--- src/rtl/rgb_colour_encoder.sv ---
// rgb_colour_encoder: maps a 24-bit RGB code back to its 3-bit {R,G,B} colour
// index by sequentially searching a writable 8-entry palette table.
module rgb_colour_encoder #(
    parameter int unsigned ENTRIES = 8,
    parameter int unsigned IDX_W   = 3,
    parameter int unsigned DATA_W  = 24
) (
    input  logic              clk,
    input  logic              rst,
    input  logic              wr_en,
    input  logic [IDX_W-1:0]  wr_addr,
    input  logic [DATA_W-1:0] wr_data,
    input  logic              req,
    input  logic [DATA_W-1:0] rgb_in,
    output logic              busy,
    output logic              valid,
    output logic              hit,
    output logic [IDX_W-1:0]  colour
);

    localparam int unsigned CH_W = DATA_W / IDX_W;

    typedef enum logic {
        IDLE   = 1'b0,
        SEARCH = 1'b1
    } state_t;

    state_t            state_q, state_d;
    logic [IDX_W-1:0]  idx_q, idx_d;
    logic [DATA_W-1:0] key_q, key_d;
    logic              busy_d, valid_d, hit_d;
    logic [IDX_W-1:0]  colour_d;
    logic [DATA_W-1:0] tbl [ENTRIES];

    // Default palette: each index bit fully saturates its own colour channel.
    function automatic logic [DATA_W-1:0] palette(input int unsigned i);
        logic [IDX_W-1:0]  b;
        logic [DATA_W-1:0] val;
        b   = IDX_W'(i);
        val = '0;
        for (int unsigned c = 0; c < IDX_W; c++) begin
            val[c*CH_W +: CH_W] = {CH_W{b[c]}};
        end
        return val;
    endfunction

    // Palette storage: default colours on reset, otherwise single-port writes.
    always_ff @(posedge clk) begin
        if (rst) begin
            for (int unsigned i = 0; i < ENTRIES; i++) begin
                tbl[i] <= palette(i);
            end
        end else if (wr_en) begin
            tbl[wr_addr] <= wr_data;
        end
    end

    // State and registered outputs.
    always_ff @(posedge clk) begin
        if (rst) begin
            state_q <= IDLE;
            idx_q   <= '0;
            key_q   <= '0;
            busy    <= 1'b0;
            valid   <= 1'b0;
            hit     <= 1'b0;
            colour  <= '0;
        end else begin
            state_q <= state_d;
            idx_q   <= idx_d;
            key_q   <= key_d;
            busy    <= busy_d;
            valid   <= valid_d;
            hit     <= hit_d;
            colour  <= colour_d;
        end
    end

    // Next-state and next-output logic; one table entry compared per cycle.
    always_comb begin
        state_d  = state_q;
        idx_d    = idx_q;
        key_d    = key_q;
        busy_d   = 1'b0;
        valid_d  = 1'b0;
        hit_d    = hit;
        colour_d = colour;
        case (state_q)
            IDLE: begin
                if (req) begin
                    key_d   = rgb_in;
                    idx_d   = '0;
                    state_d = SEARCH;
                    busy_d  = 1'b1;
                end
            end
            SEARCH: begin
                if (tbl[idx_q] == key_q) begin
                    colour_d = idx_q;
                    hit_d    = 1'b1;
                    valid_d  = 1'b1;
                    state_d  = IDLE;
                end else if (idx_q == IDX_W'(ENTRIES - 1)) begin
                    colour_d = '0;
                    hit_d    = 1'b0;
                    valid_d  = 1'b1;
                    state_d  = IDLE;
                end else begin
                    idx_d  = idx_q + IDX_W'(1);
                    busy_d = 1'b1;
                end
            end
            default: begin
                state_d = IDLE;
            end
        endcase
    end

endmodule

--- config.mk ---
export PLATFORM = sky130hd
export DESIGN_NAME = rgb_colour_encoder
export DESIGN_NICKNAME = d
export VERILOG_FILES = /design/src/rtl/rgb_colour_encoder.sv
export SDC_FILE = /design/constraint.sdc
export NUM_CORES = 1
export LEC_CHECK = 0
export CAP_MARGIN = 10
export CORE_ASPECT_RATIO = 0.8
export CORE_MARGIN = 2
export CORE_UTILIZATION = 60
export DETAILED_ROUTE_END_ITERATION = 8
export GPL_ROUTABILITY_DRIVEN = 0
export PLACE_DENSITY_LB_ADDON = 0.3
export SETUP_SLACK_MARGIN = 0.5
export SLEW_MARGIN = 25
export SYNTH_ARGS = -nofsm -noshare
export SYNTH_HDL_FRONTEND = slang
export SYNTH_SLANG_ARGS = --single-unit
--- constraint.sdc ---
create_clock -name clk -period 3.5 [get_ports clk]
set_input_delay 0.7 -clock clk [delete_from_list [all_inputs] [get_ports clk]]
set_output_delay 0.7 -clock clk [all_outputs]
set_load 0.02 [all_outputs]
==> flow_summary_export.csv <==
group,metric,value,unit
cells_and_area,multiInputGateArea,0.00370,mm2
pwr,p_per_area,502,mW/mm2
synth,syn-cell-area,0.0104,mm2
floorplan,core-area,0.0168,mm2
cells_and_area,num_antenna_cells,0,
synth,syn-num-nets,813,
global_route,gr-max-usage-layer,"met2",
clocking,htree_levels,1,
sta,finalWorstSetupSlack,570,ps
critical_path,slowest_delay,550,ps
routing,num_vias,6651,
cells_and_area,final_layout_size_suffix_gt1_frac,0.154,
routing,wl_per_cell,24.0,um
clocking,clockBufferDepth,3,
cells_and_area,area_delta_synth_final,17.4,%
sta,slew_viol_final,0,
global_route,track_usage,0.279,
global_route,grt_pass1_wl,37500,um
pwr,combPwrFrac,0.099,
synth,synth_cells,756,
clocking,numClockSinks,228,
clocking,cts_tree,"done",
synth,synth.distinct_cells,53,
sta,setup_viol,0,
pwr,sequentialPowerShare,0.518,
floorplan,die_w,151,um
routing,drtIter0Drc,637,
place,dp.cells,1020,
sta,tns,0,ps
cells_and_area,register_area,0.00649,mm2
sta,hold_violations,0,
global_route,grt_pass1_vias,6578,
place,dpl.hpwl,15800,um
clocking,clk_pin_slew_worst_paths,60,ps
global_route,grtUsageMet2,0.437,
pwr,ir_drop,0.309,mV
pwr,p_leak,4.05,nW
place,portBuffers,60,
floorplan,core.rowCount,42,
sta,rsz0062_at_grt,"true",
sta,slew_headroom,0.455,
floorplan,die_y,122,um
routing,antenna_left,0,
pwr,switchingPower,1.39,mW
critical_path,end_kind,"register",
cells_and_area,n_fill_cell,1028,
critical_path,startpoint_type,"register",
place,place_ws,408,ps
routing,finalWirelength,25500,um
run_status,outcome,"completed",
synth,synth_warnings,0,
global_route,gr-total-overflow,0,
global_route,grt_max_degree,44,
routing,firstDrtPassIters,5,
critical_path,critPathSlowestCell,"mux4_2",
hold_path,hold_path_depth,2,
synth,syn_area_per_cell,13.7,um2
routing,drc,0,
cells_and_area,final_cells,1062,
global_route,antenna_found_initial,0,
global_route,gr-usage-met1,0.383,
pwr,clkPwrFrac,0.383,
floorplan,start_util,0.619,
cells_and_area,fin_nets,884,
sta,fin_crit,2930,ps
clocking,clockRootBuffer,"clkbuf_16",
clocking,worstSkewPairLatency,510,ps
clocking,numCtsBuffers,23,
synth,ys_ff_latch,228,
synth,ys_seq_area_frac,0.625,
critical_path,worstPathCellList,"buf_12 -> mux4_2 -> mux2i_4 -> xnor2_1 -> nor2_1 -> and3_1 -> a311oi_4 -> mux2_2",
critical_path,required,3900,ps
critical_path,crit_fanout,8,
pwr,switching_share,0.227,
hold_path,worstHoldPathType,"reg -> reg",
routing,viasPerCell,6.26,
sta,finalCritPeriodShare,0.837,
floorplan,boundaryPins,61,
critical_path,cp.arrival,3330,ps
pwr,p_int,4.73,mW
sta,max_freq,341,MHz
global_route,grtUsageMet3,0.0757,
sta,fin_skew,10.4,ps
flow_run,cap_violations,0,
sta,worst_pin_slew,818,ps
floorplan,dieArea,0.0184,mm2
critical_path,worstSetupPathType,"reg -> reg",
critical_path,reg2regPathDepth,8,
synthesized netlist by cell type (all sizes together):
cell type / instances / share of area
o31a: 2 / 0.0017
ha: 2 / 0.0024
and3: 2 / 0.0012
nand2b: 14 / 0.0084
a2111oi: 1 / 0.0014
or3: 88 / 0.053
and4: 2 / 0.0019
inv: 4 / 0.0014
a32o: 1 / 0.00096
a21o: 2 / 0.0014
dfxtp: 36 / 0.069
buf: 16 / 0.013
clkinv: 1 / 0.00036
nand3: 2 / 0.00096
nand4: 1 / 0.00060
a22o: 5 / 0.0042
mux4: 28 / 0.061
xor2: 5 / 0.0042
mux2i: 47 / 0.045
and2: 97 / 0.058
o21ba: 1 / 0.00096
edfxtp: 192 / 0.56
a21boi: 1 / 0.00072
nor3: 7 / 0.0034
nor4: 3 / 0.0033
o32ai: 3 / 0.0025
o21ai: 3 / 0.0014
or3b: 2 / 0.0019
or2: 7 / 0.0042
nor2: 13 / 0.0047
nand2: 54 / 0.020
nor2b: 11 / 0.0066
a21oi: 26 / 0.013
mux2: 12 / 0.013
o22ai: 3 / 0.0018
nand3b: 3 / 0.0022
xnor2: 10 / 0.0084
a311oi: 1 / 0.0025
a211oi: 5 / 0.0036
o21a: 1 / 0.00072
o21bai: 1 / 0.00072
and3b: 1 / 0.00084
clkbuf: 32 / 0.012
a22oi: 8 / 0.0058
registers in the layout, indices dropped and copies added (netlist names), named ones only:
register / cells
state_q: 1
tbl: 192
colour: 3
valid: 1
idx_q: 3
hit: 1
key_q: 24
critical path: cells and delay by family, from the launching register on:
family	cells	cell delay [ps]
mux	3	1180
compound gates	1	510
flops	1	440
simple gates	2	300
buf+inv	1	180
xor+xnor	1	180
routing by layer:
metal / wire length, um / share of wire
met1: 10300 / 0.40
met2: 11900 / 0.47
met3: 2600 / 0.10
met4: 728 / 0.029
met5: 0 / 0
final cells by class:
cell class	instances	area share
Clock buffer	27	0.0484
Clock inverter	13	0.00965
Inverter	5	0.00154
Multi-Input combinational cell	475	0.304
Sequential cell	228	0.533
Tap cell	220	0.0226
Timing Repair Buffer	94	0.0816
cell usage in the layout, fill, tap and decap left out, drive strengths merged, types with 2 or more instances in the layout:
cell	n
clkdlybuf4s50	60
nor4	3
mux4	28
and3	2
nor3	7
ha	2
a22oi	8
buf	32
mux2	12
a21o	2
a22o	5
a21oi	26
or3b	2
o32ai	3
nand2b	14
o21ai	3
nand3b	3
or2	7
o22ai	3
dfxtp	36
and2	97
and4	2
nand3	2
mux2i	47
xnor2	10
o31a	2
nor2b	11
a211oi	5
bufinv	2
nor2	13
or3	88
inv	5
clkinv	10
edfxtp	192
nand2	54
clkbuf	29
xor2	5
metrics by stage:
stage	util	power, mW	hold WS [ps]	cell area (um2)
CTS	0.720	6.09	471	12100
detailed placement	0.676	3.78	463	11300
global route	0.727	6.29	497	12200
global placement	0.676	3.76	450	11300
floorplan	-	3.53	441	10400
finish	0.727	6.12	473	12200
cell families after synthesis:
| kind of cell | after synthesis | synth area share |
|---|---|---|
| adder cells (fa/ha/maj) | 2 | 0.00241 |
| XOR/XNOR | 15 | 0.0127 |
| flip-flops | 228 | 0.625 |
| AND/OR/NAND/NOR | 307 | 0.171 |
| multiplexers | 87 | 0.119 |
| AO/OA/AOI/OAI | 64 | 0.0432 |
| buffers and inverters | 53 | 0.0262 |
worst paths after layout:
path            start  endpoint  slack [ps]
max reg2reg  register  register         570
min               hit       hit         470
max          register  register         570
min reg2reg       hit       hit         470
power by group through the flow:
stage | registers [mW] | logic [mW] | clock network [mW]
CTS | 3.17 | 0.568 | 2.36
global placement | 3.21 | 0.545 | 0
global route | 3.18 | 0.641 | 2.47
floorplan | 3.20 | 0.334 | 0
detailed placement | 3.22 | 0.560 | 0
finish | 3.17 | 0.606 | 2.34
what timing repair did:
item / in CTS / in global routing
gates resized for setup: 5 / 17
cloned: 0 / 2
hold buffers: 0 / 0
pin swaps: 1 / 2
endpoints found under the setup margin: 6 / 12
setup buffers: 0 / 0
No activity file was read; power rests on OpenSTA's default activity.
